<file path="config.mk">
export PLATFORM = sky130hd
export DESIGN_NAME = sad_best_match
export DESIGN_NICKNAME = d
export VERILOG_FILES = /design/src/rtl/sad_best_match.sv
export SDC_FILE = /design/constraint.sdc
export NUM_CORES = 1
export LEC_CHECK = 0
export CAP_MARGIN = 20
export CORE_MARGIN = 1.5
export CORE_UTILIZATION = 29
export DETAILED_ROUTE_END_ITERATION = 10
export PLACE_DENSITY = 0.64
export SETUP_SLACK_MARGIN = 0.5
export SYNTH_ARGS = -nofsm -noshare
export SYNTH_HDL_FRONTEND = slang
export SYNTH_SLANG_ARGS = --single-unit
</file>
<file path="constraint.sdc">
create_clock -name clk -period 2.5 [get_ports clk]
set_clock_uncertainty 0.15 [all_clocks]
set_input_delay 0.5 -clock clk [delete_from_list [all_inputs] [get_ports clk]]
set_output_delay 0.5 -clock clk [all_outputs]
set_load 0.01 [all_outputs]
</file>
<file path="src/rtl/sad_best_match.sv">
// Best-match selector at the sink of the SAD pipeline: tracks the minimum SAD and its
// candidate index over a search of NUM_CAND candidates, then holds the result until acknowledged.
module sad_best_match #(
  parameter int unsigned WIDTH    = 8,
  parameter int unsigned NUM_CAND = 16,
  parameter int unsigned IDX_W    = 4
) (
  input  logic               clk,
  input  logic               rst,
  input  logic               start,
  input  logic               sad_valid,
  input  logic [WIDTH+4:0]   sad_in,
  output logic               sad_ready,
  output logic [IDX_W-1:0]   cand_idx,
  output logic [WIDTH+4:0]   best_sad,
  output logic [IDX_W-1:0]   best_idx,
  output logic               busy,
  output logic               done,
  input  logic               ack
);

  localparam int unsigned SadW = WIDTH + 5;
  localparam logic [IDX_W-1:0] LastIdx = IDX_W'(NUM_CAND - 1);

  typedef enum logic [1:0] {
    StIdle,
    StCollect,
    StDone
  } state_e;

  state_e           state_q, state_d;
  logic [IDX_W-1:0] cand_idx_q, cand_idx_d;
  logic [SadW-1:0]  best_sad_q, best_sad_d;
  logic [IDX_W-1:0] best_idx_q, best_idx_d;
  logic             busy_q, busy_d;
  logic             ready_q, ready_d;
  logic             done_q, done_d;

  always_ff @(posedge clk) begin
    if (rst) begin
      state_q    <= StIdle;
      cand_idx_q <= '0;
      best_sad_q <= '1;
      best_idx_q <= '0;
      busy_q     <= 1'b0;
      ready_q    <= 1'b0;
      done_q     <= 1'b0;
    end else begin
      state_q    <= state_d;
      cand_idx_q <= cand_idx_d;
      best_sad_q <= best_sad_d;
      best_idx_q <= best_idx_d;
      busy_q     <= busy_d;
      ready_q    <= ready_d;
      done_q     <= done_d;
    end
  end

  always_comb begin
    state_d    = state_q;
    cand_idx_d = cand_idx_q;
    best_sad_d = best_sad_q;
    best_idx_d = best_idx_q;
    busy_d     = busy_q;
    ready_d    = ready_q;
    done_d     = done_q;

    unique case (state_q)
      StIdle: begin
        if (start) begin
          state_d    = StCollect;
          cand_idx_d = '0;
          best_sad_d = '1;
          best_idx_d = '0;
          busy_d     = 1'b1;
          ready_d    = 1'b1;
        end
      end

      StCollect: begin
        if (sad_valid) begin
          // Strict compare so ties keep the earlier candidate.
          if (sad_in < best_sad_q) begin
            best_sad_d = sad_in;
            best_idx_d = cand_idx_q;
          end
          if (cand_idx_q == LastIdx) begin
            state_d    = StDone;
            cand_idx_d = '0;
            busy_d     = 1'b0;
            ready_d    = 1'b0;
            done_d     = 1'b1;
          end else begin
            cand_idx_d = cand_idx_q + 1'b1;
          end
        end
      end

      StDone: begin
        if (ack) begin
          done_d = 1'b0;
          if (start) begin
            // Back-to-back search: skip IDLE and re-arm immediately.
            state_d    = StCollect;
            cand_idx_d = '0;
            best_sad_d = '1;
            best_idx_d = '0;
            busy_d     = 1'b1;
            ready_d    = 1'b1;
          end else begin
            state_d = StIdle;
          end
        end
      end

      default: begin
        state_d = StIdle;
      end
    endcase
  end

  assign sad_ready = ready_q;
  assign cand_idx  = cand_idx_q;
  assign best_sad  = best_sad_q;
  assign best_idx  = best_idx_q;
  assign busy      = busy_q;
  assign done      = done_q;

endmodule

</file>
==> flow_summary.yaml <==
sta:
  hold_violations: 0
  slew_violations: 0
  worst_pin_slew_ns: 0.397
  setup_ws_ns: 0.521
  rsz0062_at_grt: "true"
  relSlewSlack: 0.735
  fmax_mhz: 505
  fin_crit_ns: 1.98
  finalSetupViolCount: 0
  post-route-period-util: 0.792
cells_and_area:
  nets: 262
  layout-drive-gt1-share: 0.283
  area_growth_pct: 52.1
  finish.utilization: 0.454
  fillers: 511
  seq_area_um2: 533
  multi_input_area_mm2: 0.00103
  diodes: 0
synth:
  synth_top_cell_by_area: "dfxtp_1"
  yosysWarningCount: 0
  ys_ff_latch: 26
  avgSynthCellArea_um2: 8.55
  async_flop_share: 0
  syn_nets: 208
  syn_area_mm2: 0.00151
  synthTopCellsByArea: "dfxtp_1 34%, mux2i_1 12%, ha_1 11%, nor2_1 9.7%, inv_1 4.0%"
  yosysTopAreaCellShare: 0.344
  synth_cell_types: 32
  synth-edff-count: 0
  synthCells: 177
  synth_ff_type: "dfxtp_1"
  synth_seq_area_share: 0.344
worst_hold_path:
  hp-class: "reg -> reg"
  hp-start: "done"
  hold_depth: 2
  holdPathEnd: "done"
run_status:
  status: "finished clean"
floorplan:
  pin_count: 42
  coreArea_mm2: 0.00507
  die_area_mm2: 0.00566
  die_h_um: 75.3
  start_util: 0.298
  dieWidth_um: 75.3
  std_cell_rows: 26
grt:
  grt_remaining_overflow: 0
  grt.total_usage: 0.140
  antenna_found_initial: 0
  grt_pass1_vias: 1368
  grt_max_degree: 27
  grt_pass1_wl_mm: 6.09
clock_tree:
  cts_made_buffers: 3
  cts_tree: "yes"
  cts_sinks: 26
  cts_root_buffer: "clkbuf_8"
  clock_latency_ns: 0.28
  clk_pin_slew_ns: 0.10
  htreeDepth: 1
  cts_buffer_depth: 2
placement:
  portBuffers: 41
  hpwlAfterDp_mm: 2.50
  gp_congestion: 0.729
  dpl_worst_slack_ns: -0.340
drt:
  route.detailed.drc: 0
  vias: 1387
  routed_wl_mm: 3.70
  firstDrtPassIters: 4
  post_drt_wl_per_cell_um: 12.3
  ant_nets: 0
  drt_iter0_drc: 36
  viasPerCell: 4.62
setup_path:
  start_kind: "flip-flop"
  required_ns: 1.85
  timing.rr.end: "best_sad[6]"
  r2r-start: "best_sad[10]"
  r2r_slack_ns: 0.56
  crit_type: "reg -> out"
  reg2reg_depth: 9
  critPathMaxFanout: 2
  critPathCaptureType: "primary output"
  crit_arrival_ns: 1.33
power_and_ir_drop:
  ir_drop_mv: 0.204
  p_leak_nw: 0.988
  powerDensity_mw_per_mm2: 477
flow_run:
  drv.max_cap_violation_count: 0
==> per-layer routing <==
layer	wire, um	up-vias	GRT usage
met4	55	0	0.0516
li1	-	699	-
met3	193	7	0.0295
met5	0	-	0
met1	1700	652	0.174
met2	1750	29	0.238
==> registers in the layout (all words and copies together) (netlist names) <==
name and flops:
best_sad 13, best_idx 4, cand_idx 4, state_q 2, busy 1, done 1, sad_ready 1
==> kinds of logic (layout without fill, tap and decap cells) <==
| logic type | Yosys count | after routing | synth area share |
|---|---|---|---|
| buffers and inverters | 23 | 76 | 0.0735 |
| XOR/XNOR | 3 | 3 | 0.0174 |
| AO/OA/AOI/OAI | 27 | 27 | 0.130 |
| AND/OR/NAND/NOR | 67 | 67 | 0.209 |
| adder cells (fa/ha/maj) | 13 | 13 | 0.107 |
| flip-flops | 26 | 26 | 0.344 |
| multiplexers | 18 | 18 | 0.119 |
==> cells in the mapped netlist, types with 2 or more instances <==
cell type   n
mux2i_1    18
nand2b_1    5
xor2_1      2
nor3_1      3
dfxtp_1    26
clkbuf_1    4
nand4_1     3
a21oi_1     9
ha_1       13
a211oi_1    2
inv_1      16
o21ai_0     8
nand2_1    11
nor2_1     39
==> cell type report <==
class | instances | area share
flip-flops and latches | 26 | 0.231
clock inverters | 1 | 0.0130
well taps | 70 | 0.0380
clock buffers | 3 | 0.0179
inverters | 16 | 0.0261
repair buffers | 56 | 0.227
multi-input cells | 128 | 0.446
==> metrics by stage <==
step / hold WS [ns] / cell area [um^2] / power (mW) / TNS (ns) / std cells
finish: 0.331 / 2300 / 1.10 / 0 / 300
CTS: 0.336 / 2260 / 1.10 / 0 / 298
global placement: 0.317 / 2060 / 0.693 / -4.92 / 288
floorplan: 0.343 / 1570 / 0.604 / 0 / 177
global route: 0.369 / 2300 / 1.15 / 0 / 300
detailed placement: 0.319 / 2060 / 0.695 / -5.43 / 288
==> worst max path at each step <==
| stage | start | end | slack, ns | cells past startpoint |
|---|---|---|---|---|
| finish | best_sad[10] | best_sad[10] | 0.52 | 3 |
| global route | sad_in[2] | best_sad[0] | 0.45 | 9 |
| CTS | sad_in[11] | best_sad[5] | 0.51 | 9 |
| detailed placement | sad_in[10] | best_sad[4] | -0.34 | 7 |
| global placement | sad_in[10] | best_sad[9] | -0.30 | 7 |
| floorplan | sad_in[10] | best_sad[0] | 0.47 | 7 |
==> placed cells by master, fill, tap and decap left out, types with 3 or more instances in the layout <==
master	count
ha_4	7
o21ai_0	6
dlygate4sd2_1	6
mux2i_1	18
a21oi_1	6
nand2b_1	5
clkdlybuf4s50_1	26
clkbuf_2	6
dfxtp_1	16
clkbuf_8	3
nand2_1	9
buf_4	11
dfxtp_2	10
ha_1	5
nor2_1	38
nor3_1	3
nand4_1	3
inv_2	5
inv_1	11
==> critical path, stage by stage (launching register included) <==
cell             delay, ns
dfxtp_2               0.34
buf_4                 0.10
buf_4                 0.10
clkdlybuf4s50_1       0.52
==> where the power goes <==
part           leakage [nW]  internal, mW  total (mW)  switching [mW]
Combinational         0.743         0.160       0.292           0.132
Sequential            0.209         0.434       0.452          0.0181
Clock                0.0357         0.214       0.355           0.141
Total                 0.988         0.809        1.10           0.291
==> repair_timing <==
item,4_1_cts,5_1_grt
setup endpoints to repair,17,17
buffers inserted,5,2
hold buffers,0,0
pin swaps,20,15
gates cloned,1,0
gates resized for setup,35,30
Power figures use the tool's default switching activity.
